==> src/rtl/spi_master_scheduler_pkg.sv <==
//============================================================================
// Module      : spi_sched_pkg
// Description : Shared types and width helpers for the SPI master scheduler.
//               Holds the transfer state encoding and the helper used to
//               size the SCLK toggle counter.
// Revision    : 1.0  initial release
//============================================================================
`default_nettype none

package spi_sched_pkg;

    // Transfer sequencing states
    typedef enum logic [2:0] {
        IDLE  = 3'd0,
        SETUP = 3'd1,
        SHIFT = 3'd2,
        HOLD  = 3'd3,
        DONE  = 3'd4
    } state_t;

    // Width of a counter that must hold 0..2*dw SCLK toggles
    function automatic int tog_width(input int dw);
        return $clog2(2 * dw + 1);
    endfunction

    // Width of a requester index (at least one bit)
    function automatic int id_width(input int n);
        return (n > 1) ? $clog2(n) : 1;
    endfunction

endpackage

`default_nettype wire

==> src/rtl/spi_master_scheduler_arbiter.sv <==
//============================================================================
// Module      : spi_rr_arbiter
// Description : Round-robin arbiter. Combinational one-hot grant to the
//               first requester after the pointer (wrapping); the pointer
//               moves to the winner when i_advance is strobed.
// Ports       : clk, rst        - clock, synchronous active-high reset
//               i_en            - grant enable (grant forced to 0 when low)
//               i_advance       - pointer update strobe (handshake)
//               i_req           - per-requester request
//               o_gnt, o_gnt_id - one-hot grant and its index
// Revision    : 1.0  initial release
//============================================================================
`default_nettype none

module spi_rr_arbiter #(
    parameter int NUM_REQ = 2,
    parameter int ID_W    = 1
) (
    input  logic               clk,
    input  logic               rst,
    input  logic               i_en,
    input  logic               i_advance,
    input  logic [NUM_REQ-1:0] i_req,
    output logic [NUM_REQ-1:0] o_gnt,
    output logic [ID_W-1:0]    o_gnt_id
);

    localparam logic [ID_W:0] c_num = (ID_W + 1)'(NUM_REQ);

    logic [ID_W-1:0] r_ptr;
    logic [ID_W:0]   w_idx;
    logic            w_found;

    // Search starts one past the pointer so the last winner has lowest priority
    always_comb begin
        o_gnt    = '0;
        o_gnt_id = '0;
        w_found  = 1'b0;
        w_idx    = '0;
        for (int off = 1; off <= NUM_REQ; off++) begin
            w_idx = {1'b0, r_ptr} + (ID_W + 1)'(off);
            if (w_idx >= c_num) begin
                w_idx = w_idx - c_num;
            end
            if (i_en && !w_found && i_req[w_idx[ID_W-1:0]]) begin
                o_gnt[w_idx[ID_W-1:0]] = 1'b1;
                o_gnt_id               = w_idx[ID_W-1:0];
                w_found                = 1'b1;
            end
        end
    end

    // Reset to the last index so requester 0 is served first
    always_ff @(posedge clk) begin
        if (rst) begin
            r_ptr <= ID_W'(NUM_REQ - 1);
        end else if (i_advance) begin
            r_ptr <= o_gnt_id;
        end
    end

endmodule

`default_nettype wire

==> src/rtl/spi_master_scheduler.sv <==
//============================================================================
// Module      : spi_master_scheduler
// Description : Shares one SPI bus between NUM_REQ requesters. Round-robin
//               arbitration, then a full-duplex MSB-first transfer in any
//               CPOL/CPHA mode with SCLK half-period H = baud_div+1 pclk.
// Ports       : pclk, areset           - clock, synchronous active-high reset
//               req_valid/ready/data   - per-requester request handshake
//               cpol, cpha, baud_div   - bus config, captured at grant
//               rsp_valid/id/data      - completion pulse and received word
//               busy                   - transfer in progress
//               sclk, cs_n, mosi, miso - SPI bus
// Revision    : 1.0  initial release
//============================================================================
`default_nettype none

module spi_master_scheduler
    import spi_sched_pkg::*;
#(
    parameter int NUM_REQ    = 2,
    parameter int DATA_WIDTH = 8,
    parameter int DIV_WIDTH  = 8
) (
    input  logic                          pclk,
    input  logic                          areset,
    input  logic [NUM_REQ-1:0]            req_valid,
    output logic [NUM_REQ-1:0]            req_ready,
    input  logic [NUM_REQ*DATA_WIDTH-1:0] req_data,
    input  logic                          cpol,
    input  logic                          cpha,
    input  logic [DIV_WIDTH-1:0]          baud_div,
    output logic                          rsp_valid,
    output logic [$clog2(NUM_REQ)-1:0]    rsp_id,
    output logic [DATA_WIDTH-1:0]         rsp_data,
    output logic                          busy,
    output logic                          sclk,
    output logic [NUM_REQ-1:0]            cs_n,
    output logic                          mosi,
    input  logic                          miso
);

    localparam int ID_W  = $clog2(NUM_REQ);
    localparam int TOG_W = tog_width(DATA_WIDTH);

    state_t                r_state;
    logic [DIV_WIDTH:0]    r_cnt;
    logic [TOG_W-1:0]      r_tog;
    logic [DATA_WIDTH-1:0] r_tx;
    logic [DATA_WIDTH-1:0] r_rx;
    logic [ID_W-1:0]       r_id;
    logic                  r_cpol;
    logic                  r_cpha;
    logic [DIV_WIDTH-1:0]  r_div;
    logic                  r_sclk;
    logic [NUM_REQ-1:0]    r_cs_n;
    logic                  r_mosi;
    logic                  r_rsp_valid;
    logic [ID_W-1:0]       r_rsp_id;
    logic [DATA_WIDTH-1:0] r_rsp_data;

    logic [NUM_REQ-1:0]    w_gnt;
    logic [ID_W-1:0]       w_gnt_id;
    logic                  w_hs;
    logic [DATA_WIDTH-1:0] w_sel_data;
    logic                  w_tick;
    logic [TOG_W-1:0]      w_tog_nxt;
    logic                  w_odd;
    logic                  w_last;
    logic                  w_shift_out;
    logic                  w_sample;

    spi_rr_arbiter #(
        .NUM_REQ (NUM_REQ),
        .ID_W    (ID_W)
    ) u_arb (
        .clk       (pclk),
        .rst       (areset),
        .i_en      (r_state == IDLE),
        .i_advance (w_hs),
        .i_req     (req_valid),
        .o_gnt     (w_gnt),
        .o_gnt_id  (w_gnt_id)
    );

    // Grant is only ever issued to a valid requester, so any grant is a handshake
    assign w_hs      = |w_gnt;
    assign req_ready = w_gnt;

    always_comb begin
        w_sel_data = '0;
        for (int i = 0; i < NUM_REQ; i++) begin
            if (w_gnt[i]) begin
                w_sel_data = req_data[i*DATA_WIDTH +: DATA_WIDTH];
            end
        end
    end

    // Counter runs 0..baud_div, so one extra bit is never needed for overflow
    assign w_tick    = (r_cnt == {1'b0, r_div});
    assign w_tog_nxt = r_tog + TOG_W'(1);
    assign w_odd     = w_tog_nxt[0];
    assign w_last    = (w_tog_nxt == TOG_W'(2 * DATA_WIDTH));

    // CPHA=0 drives on trailing edges (MSB already out at grant), samples on
    // leading; CPHA=1 drives on leading edges, samples on trailing.
    assign w_shift_out = r_cpha ? w_odd : (!w_odd && !w_last);
    assign w_sample    = r_cpha ? !w_odd : w_odd;

    always_ff @(posedge pclk) begin
        if (areset) begin
            r_state     <= IDLE;
            r_cnt       <= '0;
            r_tog       <= '0;
            r_tx        <= '0;
            r_rx        <= '0;
            r_id        <= '0;
            r_cpol      <= 1'b0;
            r_cpha      <= 1'b0;
            r_div       <= '0;
            r_sclk      <= 1'b0;
            r_cs_n      <= '1;
            r_mosi      <= 1'b0;
            r_rsp_valid <= 1'b0;
            r_rsp_id    <= '0;
            r_rsp_data  <= '0;
        end else begin
            r_rsp_valid <= 1'b0;
            case (r_state)
                IDLE: begin
                    r_sclk <= cpol;
                    if (w_hs) begin
                        r_id   <= w_gnt_id;
                        r_cpol <= cpol;
                        r_cpha <= cpha;
                        r_div  <= baud_div;
                        r_cs_n <= ~w_gnt;
                        r_cnt  <= '0;
                        r_tog  <= '0;
                        r_rx   <= '0;
                        if (cpha) begin
                            r_tx <= w_sel_data;
                        end else begin
                            r_tx   <= w_sel_data << 1;
                            r_mosi <= w_sel_data[DATA_WIDTH-1];
                        end
                        r_state <= SETUP;
                    end
                end
                SETUP: begin
                    if (w_tick) begin
                        r_cnt   <= '0;
                        r_state <= SHIFT;
                    end else begin
                        r_cnt <= r_cnt + (DIV_WIDTH + 1)'(1);
                    end
                end
                SHIFT: begin
                    if (w_tick) begin
                        r_cnt  <= '0;
                        r_sclk <= ~r_sclk;
                        r_tog  <= w_tog_nxt;
                        if (w_shift_out) begin
                            r_mosi <= r_tx[DATA_WIDTH-1];
                            r_tx   <= {r_tx[DATA_WIDTH-2:0], 1'b0};
                        end
                        if (w_sample) begin
                            r_rx <= {r_rx[DATA_WIDTH-2:0], miso};
                        end
                        if (w_last) begin
                            r_state <= HOLD;
                        end
                    end else begin
                        r_cnt <= r_cnt + (DIV_WIDTH + 1)'(1);
                    end
                end
                HOLD: begin
                    if (w_tick) begin
                        r_cnt       <= '0;
                        r_cs_n      <= '1;
                        r_mosi      <= 1'b0;
                        r_rsp_valid <= 1'b1;
                        r_rsp_id    <= r_id;
                        r_rsp_data  <= r_rx;
                        r_state     <= DONE;
                    end else begin
                        r_cnt <= r_cnt + (DIV_WIDTH + 1)'(1);
                    end
                end
                DONE: begin
                    r_state <= IDLE;
                end
                default: begin
                    r_state <= IDLE;
                end
            endcase
        end
    end

    assign busy      = (r_state != IDLE);
    assign sclk      = r_sclk;
    assign cs_n      = r_cs_n;
    assign mosi      = r_mosi;
    assign rsp_valid = r_rsp_valid;
    assign rsp_id    = r_rsp_id;
    assign rsp_data  = r_rsp_data;

endmodule

`default_nettype wire

==> config.mk <==
export PLATFORM = sky130hd
export DESIGN_NAME = spi_master_scheduler
export DESIGN_NICKNAME = d
export VERILOG_FILES = /design/src/rtl/spi_master_scheduler_pkg.sv /design/src/rtl/spi_master_scheduler_arbiter.sv /design/src/rtl/spi_master_scheduler.sv
export SDC_FILE = /design/constraint.sdc
export NUM_CORES = 1
export LEC_CHECK = 0
export ABC_AREA = 1
export ABC_CLOCK_PERIOD_IN_PS = 1880
export CAP_MARGIN = 20
export CELL_PAD_IN_SITES_DETAIL_PLACEMENT = 1
export CELL_PAD_IN_SITES_GLOBAL_PLACEMENT = 1
export CORE_UTILIZATION = 31
export DETAILED_ROUTE_END_ITERATION = 12
export DONT_BUFFER_PORTS = 1
export PLACE_DENSITY = 0.63
export SLEW_MARGIN = 20
export SYNTH_ARGS = -nofsm -noshare
export SYNTH_HDL_FRONTEND = slang
export SYNTH_SLANG_ARGS = --single-unit
export TNS_END_PERCENT = 20
==> constraint.sdc <==
create_clock -name pclk -period 1.88 [get_ports pclk]
set_clock_uncertainty 0.05 [all_clocks]
set_input_delay 0.188 -clock pclk [delete_from_list [all_inputs] [get_ports pclk]]
set_output_delay 0.188 -clock pclk [all_outputs]
set_load 0.05 [all_outputs]
==> results of run 1 <==
[Yosys cell counts, types with 2 or more instances]
cell type | n | area (um2)
a21boi_4 | 2 | 37.54
a21oi_1 | 45 | 225.2
a21oi_2 | 3 | 26.28
buf_2 | 2 | 10.01
buf_4 | 3 | 22.52
buf_6 | 2 | 22.52
clkbuf_1 | 5 | 18.77
clkinv_1 | 2 | 7.510
dfxtp_1 | 58 | 1161
ha_1 | 2 | 25.02
inv_1 | 43 | 161.4
inv_2 | 7 | 26.28
nand2_1 | 111 | 416.7
nand2_2 | 4 | 25.02
nand2_4 | 5 | 56.30
nand3_1 | 31 | 155.2
nand3_2 | 2 | 20.02
nand3_4 | 3 | 52.55
nand4_1 | 11 | 68.82
nor2_1 | 58 | 217.7
nor2_2 | 3 | 18.77
nor2_4 | 3 | 33.78
nor2_8 | 2 | 40.04
o21ai_0 | 33 | 165.2
[worst max-delay path, delay by kind of cell, from the launching register on]
family	cells	cell delay (ps)
DFF	1	390
buffers and inverters	4	640
and+or+nand+nor	2	230
[flip-flops by register name, indices dropped and copies added, names as in the netlist]
signal       count
rsp_id           1
rsp_valid        1
r_div            8
r_cpha           1
r_cnt            9
mosi             1
r_state          3
r_rx             8
u_arb.r_ptr      1
r_tx             8
cs_n             2
r_tog            5
sclk             1
rsp_data         8
r_id             1
[final cells by class]
cell class,instances,area [um2]
multi-input cells,327,1712
clock inverters,2,10.01
repair buffers,35,319.1
inverters,53,203.9
clock buffers,14,172.7
fillers,1276,5981
flip-flops and latches,58,1165
well taps,133,166.4
[through the flow]
stage               worst slack, ps  total power, mW  setup TNS (ps)  hold WS (ps)
detailed placement           -13.53            4.119          -13.53         211.4
floorplan                     256.1            3.464               0         207.1
global placement              45.61            4.044               0         209.7
global route                 -51.16            5.815          -149.1         65.41
CTS                          -34.82            5.271          -34.82         3.201
finish                        37.94            5.403               0         30.37
[routing by layer]
layer / track usage [%] / vias to the layer above / share of wire [%]
met5: 0 / - / 0
met1: 22.48 / 1446 / 46
met4: 6.923 / 0 / 1.3
li1: - / 1516 / -
met3: 4.241 / 8 / 3.5
met2: 32.28 / 46 / 49
[final timing paths]
check,slack [ps],endpoint,cells after the start
min reg2reg,420,r_rx[1],2
max,40,busy,6
max reg2reg,90,r_cnt[8],10
min,30,r_div[2],2
[timing repair]
item / in CTS / in global routing
gates cloned: 0 / 1
pin swaps: 0 / 6
resized for setup: 2 / 21
setup endpoints to repair: 8 / 36
hold buffers: 8 / 0
setup buffers: 0 / 10
endpoints found under the hold margin: 21 / 0
[power groups by stage]
stage	Sequential [mW]	Combinational, mW	Clock, mW
2_1_floorplan	1.71	1.75	0
3_3_place_gp	1.70	2.35	0
3_5_place_dp	1.71	2.41	0
4_1_cts	1.68	2.47	1.12
5_1_grt	1.71	2.93	1.17
6_report	1.69	2.65	1.07
[cells by family after synthesis]
group,after synthesis,share of synthesized area [%]
buf+inv,66,9.017
xor+xnor,1,0.2831
compound gates,84,14.92
flops,58,37.53
fa+ha+maj,2,0.8086
simple gates,239,37.44
==> results.ini, run 1 <==
[timing]
fmax_mhz = 542.9
finalCriticalPeriod_ps = 1842
rsz0062_at_grt = true
setup_viol_count_final = 0
final-max-slew-violation-count = 0
tightest_slew_ps = 556.7
hold_violations = 0
relSlewSlack_pct = 62.77
final.period_utilization_pct = 97.98

[floorplan]
die-area_um2 = 10380
io_pins = 48
start_util_pct = 31.80
die_h_um = 101.9
die_x_um = 101.9
core.rowCount = 36
coreArea_um2 = 9729

[synthesis]
synth_ff_type = dfxtp_1
ys_ff_latch = 58
avgSynthCellArea_um2 = 6.876
yosysSeqAreaShare_pct = 37.53
syn_area_um2 = 3094
async_flop_share_pct = 0
yosysUniqueCellTypes = 34
synth-edff-count = 0
synth_warnings = 0
syn_nets = 483
synthCells = 450

[drt]
viasPerCell = 4.849
ant_nets = 0
num_vias = 3016
wl_per_cell_um = 14.63
routed_wl_um = 9099
drt_iter0_drc = 70
firstDrtPassIters = 4
drc = 0

[final_layout]
final_common_cell = nand2_1
stdcell_count = 622
syn2layout_area_growth_pct = 21.15
insertedDiodeCount = 0
finalNetCount = 517
drive_gt1_share_pct = 19.43
fin_util_pct = 38.53
design_area_um2 = 3749
layout_common_cells = nand2_1 (108), nor2_1 (56), dfxtp_1 (55)

[worst_hold_path]
hold_class = in -> reg
min-delay-start = baud_div[2]

[power]
leakagePower_nw = 1.589
p_int_mw = 2.940
p_switching_mw = 2.463
p_comb_share_pct = 49.0
powerDensity_nw_per_um2 = 1441
ir_worst_vdd_mv = 0.4368
p_seq_share_pct = 31.2
power.share.clock_pct = 19.8
p_sw_share_pct = 45.59

[clock_tree]
cts_sinks = 58
cts_root_buffer = clkbuf_8
clock_path_buffers = 2
insertion_delay_ps = 340
cts_tree = built
clk_pin_slew_ps = 60
cts-htree-levels = 3
cts_inserted_buffers = 9

[critical_path]
critPathArrivalTime_ps = 1600
start_kind = flip-flop
crit_type = reg -> out
path_cells = inv_2, nand2_4, nor2_8, buf_4, inv_1, buf_6
slowest_delay_ps = 390
critPathRequiredTime_ps = 1640
worstSetupStartpoint = r_state[2]
cp_max_fo = 6
critPathCaptureType = output pin
crit_slowest_cell = dfxtp_1
r2r_start = r_state[2]

[global_routing]
grt_pass1_wl_um = 14680
first_global_vias = 3020
antenna_found_initial = 0
grt_max_degree = 22
gr-total-overflow = 0
grt_use_total_pct = 18.61

[run]
cap_violations = 0

[place]
dp_cells = 587
port-buffer-count = 0
hpwl_um = 6453
dpl_cell_area_um2 = 3336
place_congestion = 0.7842

[status]
status = finished clean

No activity file was read; power rests on OpenSTA's default activity.
==> run 2, diff against run 1 <==
- HOLD_SLACK_MARGIN: not set -> 0.08
- SKIP_LAST_GASP: not set -> 1
==> run 2 against run 1 <==
  * First-iteration DRC count increased by 4.3%
  * Via count rose by 1.1%
  * Wire length rose by 1.6%
  * Global-route usage is 0.13 points higher
  * Sequential cell count did not move
  * Final cell count up 0.64%
  * Critical path depth unchanged
  * Worst hold slack improved by 84 ps
  * Critical endpoint unchanged
==> results.ini, run 2 (synthesis gave the netlist of run 1 again) <==
[global_routing]
grt-busiest-layer = met2  ; unchanged
gr-total-overflow = 0  ; unchanged
antenna_found_initial = 0  ; unchanged
grt_max_degree = 22  ; unchanged
use_met1_pct = 22.44  ; was 22.48%
first_global_vias = 3055  ; was 3,020
use_met3_pct = 4.309  ; was 4.241%
use_met2_pct = 32.74  ; was 32.28%
grt_use_total_pct = 18.74  ; was 18.61%
grt_pass1_wl_um = 14780  ; was 14,680 um

[run]
cap_violations = 0  ; unchanged

[drt]
firstDrtPassIters = 4  ; unchanged
drt_iter0_drc = 73  ; was 70
drc = 0  ; unchanged
wl_per_cell_um = 14.77  ; was 14.63 um
ant_nets = 0  ; unchanged
num_vias = 3048  ; was 3,016
routed_wl_um = 9245  ; was 9099 um
viasPerCell = 4.869  ; was 4.849

[clock_tree]
cts_inserted_buffers = 9  ; unchanged
cts_sinks = 58  ; unchanged
cts_root_buffer = clkbuf_8  ; unchanged
insertion_delay_ps = 340  ; about the same
cts_tree = built  ; unchanged
clk_pin_slew_ps = 70  ; was 60 ps
cts-htree-levels = 3  ; unchanged
clock_path_buffers = 2  ; unchanged

[place]
dp_cells = 587  ; unchanged
place_congestion = 0.7842  ; unchanged
port-buffer-count = 0  ; unchanged
hpwl_um = 6453  ; unchanged
dpl_cell_area_um2 = 3336  ; unchanged

[critical_path]
start_kind = flip-flop  ; unchanged
critPathArrivalTime_ps = 1620  ; was 1600 ps
cp_max_fo = 6  ; unchanged
critPathCaptureType = output pin  ; unchanged
critPathRequiredTime_ps = 1640  ; about the same
crit_type = reg -> out  ; unchanged
r2r_start = r_state[2]  ; unchanged
reg2reg_depth = 10  ; unchanged
worstSetupStartpoint = r_state[2]  ; unchanged

[final_layout]
design_area_um2 = 3807  ; was 3749 um2
drive_gt1_share_pct = 19.07  ; was 19.43%
fillCellCount = 1270  ; was 1,276
finalNetCount = 521  ; was 517
register_area_um2 = 1165  ; unchanged
syn2layout_area_growth_pct = 23.05  ; was 21.15%
stdcell_count = 626  ; was 622
layout_common_cells = nand2_1 (108), nor2_1 (56), dfxtp_1 (55)  ; unchanged
multiInputGateArea_um2 = 1722  ; was 1712 um2
largest_register_ff_count = 9  ; unchanged
insertedDiodeCount = 0  ; unchanged
top_register = r_cnt  ; unchanged
final_common_cell = nand2_1  ; unchanged
fin_util_pct = 39.13  ; was 38.53%

[timing]
final.period_utilization_pct = 98.64  ; was 97.98%
setup_viol_count_final = 0  ; unchanged
rsz0062_at_grt = true  ; unchanged
hold_violations = 0  ; unchanged
final-max-slew-violation-count = 0  ; unchanged
finalCriticalPeriod_ps = 1854  ; was 1842 ps
relSlewSlack_pct = 62.81  ; was 62.77%
fmax_mhz = 539.2  ; was 542.9 MHz
tightest_slew_ps = 556.1  ; was 556.7 ps

[floorplan]
die_x_um = 101.9  ; unchanged
die-area_um2 = 10380  ; unchanged
start_util_pct = 31.80  ; unchanged
io_pins = 48  ; unchanged
coreArea_um2 = 9729  ; unchanged
core.rowCount = 36  ; unchanged
die_h_um = 101.9  ; unchanged

[worst_hold_path]
whs_path_depth = 5  ; was 2
min-delay-start = cpha  ; was baud_div[2]
hold_class = in -> reg  ; unchanged

[power]
ir_worst_vdd_mv = 0.4429  ; was 0.4368 mV
p_switching_mw = 2.462  ; was 2.463 mW
p_seq_share_pct = 31.2  ; about the same
leakagePower_nw = 1.614  ; was 1.589 nW
finalPower_mw = 5.403  ; about the same
powerDensity_nw_per_um2 = 1419  ; was 1441 nW/um2
power.share.clock_pct = 19.8  ; about the same
p_comb_share_pct = 49.0  ; about the same
p_sw_share_pct = 45.57  ; was 45.59%
p_int_mw = 2.941  ; was 2.940 mW

[status]
status = finished clean  ; unchanged

[run 2: worst paths after layout]
path             end  slack (ps)
max reg2reg  r_tx[3]          80
min          r_tx[3]         110
max             busy          30
min reg2reg  r_rx[1]         410
[run 2: cell type report]
type,instances,area share [%]
repair buffers,39,9.662
well taps,133,4.371
clock inverters,2,0.2629
clock buffers,14,4.535
multi-input cells,327,45.22
inverters,53,5.357
flip-flops and latches,58,30.59
[run 2: layer usage]
metal	wire, um	part of all wire [%]
met1	4147	45
met5	0	0
met2	4645	50
met4	131	1.4
met3	321	3.5
[run 2: what timing repair did]
item	CTS	global route
hold buffers	12	0
pin swaps	0	7
hold endpoints to repair	24	0
gates cloned	0	1
endpoints found under the setup margin	8	35
buffers inserted	0	10
gates resized for setup	1	21
[run 2: per-stage QoR]
| stage | setup TNS [ps] | setup WS, ps | hold WS, ps |
|---|---|---|---|
| finish | 0 | 25.53 | 114.3 |
| global route | -338.2 | -47.10 | 133.2 |
| CTS | -41.47 | -34.82 | 101.0 |
| detailed placement | -13.53 | -13.53 | 211.4 |
| global placement | 0 | 45.61 | 209.7 |
| floorplan | 0 | 256.1 | 207.1 |
[run 2: critical path, stage by stage, from the launching register on]
cell and delay, ps:
dfxtp_1 400, inv_2 80, nand2_4 150, nor2_8 80, buf_4 140, inv_1 220
buf_6 210
[run 2: power groups by stage]
| stage | Sequential, mW | Clock (mW) | Combinational (mW) |
|---|---|---|---|
| after global routing | 1.71 | 1.17 | 2.93 |
| after CTS | 1.68 | 1.12 | 2.47 |
| after detailed placement | 1.71 | 0 | 2.41 |
| after floorplan | 1.71 | 0 | 1.75 |
| final | 1.69 | 1.07 | 2.65 |
| after global placement | 1.70 | 0 | 2.35 |
==> run 3, diff against run 2 <==
==> constraint.sdc (replaced) <==
create_clock -name pclk -period 1.88 [get_ports pclk]
set_clock_uncertainty 0.05 [all_clocks]
set_input_delay 0.564 -clock pclk [delete_from_list [all_inputs] [get_ports pclk]]
set_output_delay 0.564 -clock pclk [all_outputs]
set_load 0.05 [all_outputs]
==> run 3 against run 2 <==
  * Utilization is 0.090 points lower
  * Via count shrank 2.8%
  * Total power increased by 9.7%
  * Final area fell by 0.23%
  * Sequential share of layout area grew 0.24 points
  * Register-to-register slack improved by 30 ps
==> results.ini, run 3 (synthesis gave the netlist of run 1 again) <==
[critical_path]
critPathRequiredTime_ps = 1270  ; was 1640 ps
path_cells = inv_2, nand2_4, nor2_8, nand2_4, clkinv_4, buf_12  ; was inv_2, nand2_4, nor2_8, buf_4, inv_1, buf_6
slowest_delay_ps = 320  ; was 400 ps
crit_type = reg -> out  ; unchanged
critPathArrivalTime_ps = 1240  ; was 1620 ps
cp_common_cell = nand2_4
cp_max_fo = 5  ; was 6
start_kind = flip-flop  ; unchanged
crit_family = flip-flops  ; was buffers and inverters
path_buf_inv = 3  ; was 4
crit_slowest_cell = dfxtp_1  ; unchanged
critPathCaptureType = output pin  ; unchanged

[place]
dp_cells = 589  ; was 587
port-buffer-count = 0  ; unchanged
hpwl_um = 6424  ; was 6453 um
place_congestion = 0.7922  ; was 0.7842
dpl_cell_area_um2 = 3376  ; was 3336 um2

[drt]
drt_iter0_drc = 81  ; was 73
wl_per_cell_um = 14.24  ; was 14.77 um
routed_wl_um = 8812  ; was 9245 um
drc = 0  ; unchanged
firstDrtPassIters = 4  ; unchanged
num_vias = 2962  ; was 3,048
ant_nets = 0  ; unchanged
viasPerCell = 4.785  ; was 4.869

[timing]
setup_viol_count_final = 0  ; unchanged
tns_ps = 0  ; unchanged
rsz0062_at_grt = true  ; unchanged
finalCriticalPeriod_ps = 1858  ; was 1854 ps
hold_violations = 0  ; unchanged
holdWs_ps = 232.9  ; was 114.3 ps
tightest_slew_ps = 542.0  ; was 556.1 ps
final-max-slew-violation-count = 0  ; unchanged
final.period_utilization_pct = 98.85  ; was 98.64%
relSlewSlack_pct = 63.82  ; was 62.81%
fmax_mhz = 538.1  ; was 539.2 MHz

[power]
leakagePower_nw = 1.615  ; was 1.614 nW
finalPower_mw = 5.926  ; was 5.403 mW
ir_worst_vdd_mv = 0.4787  ; was 0.4429 mV
powerDensity_nw_per_um2 = 1560  ; was 1419 nW/um2

[global_routing]
use_met1_pct = 22.95  ; was 22.44%
use_met2_pct = 30.15  ; was 32.74%
antenna_found_initial = 0  ; unchanged
use_met3_pct = 4.583  ; was 4.309%
gr-total-overflow = 0  ; unchanged
grt-busiest-layer = met2  ; unchanged
grt_max_degree = 20  ; was 22
first_global_vias = 2957  ; was 3,055
grt_use_total_pct = 18.08  ; was 18.74%
grt_pass1_wl_um = 14290  ; was 14,780 um

[final_layout]
insertedDiodeCount = 0  ; unchanged
top_register = r_cnt  ; unchanged
stdcell_count = 619  ; was 626
layout_common_cells = nand2_1 (109), nor2_1 (56), dfxtp_1 (52)  ; was nand2_1 (108), nor2_1 (56), dfxtp_1 (55)
largest_register_ff_count = 9  ; unchanged
finalNetCount = 514  ; was 521
syn2layout_area_growth_pct = 22.77  ; was 23.05%
design_area_um2 = 3799  ; was 3807 um2
final_common_cell = nand2_1  ; unchanged
drive_gt1_share_pct = 20.37  ; was 19.07%

[worst_hold_path]
hold_class = in -> reg  ; unchanged

[floorplan]
io_pins = 48  ; unchanged
die_x_um = 101.9  ; unchanged
core.rowCount = 36  ; unchanged
die-area_um2 = 10380  ; unchanged
coreArea_um2 = 9729  ; unchanged
die_h_um = 101.9  ; unchanged
start_util_pct = 31.80  ; unchanged

[clock_tree]
insertion_delay_ps = 340  ; about the same
cts-htree-levels = 3  ; unchanged
cts_sinks = 58  ; unchanged
clock_path_buffers = 2  ; unchanged
ctsHoldBuffers = 0  ; was 12
cts_tree = built  ; unchanged
cts_root_buffer = clkbuf_8  ; unchanged
cts_inserted_buffers = 9  ; unchanged
clk_pin_slew_ps = 70  ; about the same

[status]
status = finished clean  ; unchanged

[run]
cap_violations = 0  ; unchanged

## run 3: cell count changes in the layout (fill, tap and decap cells not counted), sizes merged, moves of 2 or more
cell	before	now
buf	27	33
bufinv	0	4
clkbuf	14	11
dlygate4sd3	12	0
inv	51	49
## run 3: per-layer routing
metal,routed length (um),share of wire (%),up-vias
li1,-,-,1510
met1,4022,46,1397
met2,4308,49,44
met3,365,4.1,11
met4,115,1.3,0
met5,0,0,-
## run 3: worst paths after layout
| path | from | end | slack [ps] | cells past startpoint |
|---|---|---|---|---|
| max | r_state[0] | req_ready[1] | 20 | 6 |
| min | areset | r_rx[5] | 230 | 1 |
| max reg2reg | r_state[0] | r_tx[4] | 110 | 12 |
| min reg2reg | r_rx[2] | r_rx[2] | 400 | 2 |
## run 3: what timing repair did
action | in CTS | in global routing
gates resized for setup | 9 | 15
hold endpoints to repair | 0 | 0
setup endpoints to repair | 3 | 43
pin swaps | 4 | 8
buffers inserted | 10 | 4
## run 3: power by group
| group | switching [mW] | internal [mW] |
|---|---|---|
| clock network | 0.527 | 1.05 |
| logic | 1.66 | 0.952 |
| registers | 0.287 | 1.45 |
| total | 2.48 | 3.45 |
## run 3: through the flow
stage | utilization (%) | setup WS (ps)
floorplan | - | 128.1
global placement | 34.70 | 91.38
detailed placement | 34.70 | 46.37
CTS | 38.37 | -10.96
global route | 39.04 | -55.77
finish | 39.04 | 21.68
## run 3: layout make-up
type                       count  area, um2
clock buffer                  11      141.4
clock inverter                 5      125.1
tap                          133      166.4
inverter                      53      211.5
multi-input combinational    326       1682
timing repair buffer          33      301.5
fill                        1253       5931
sequential                    58       1171
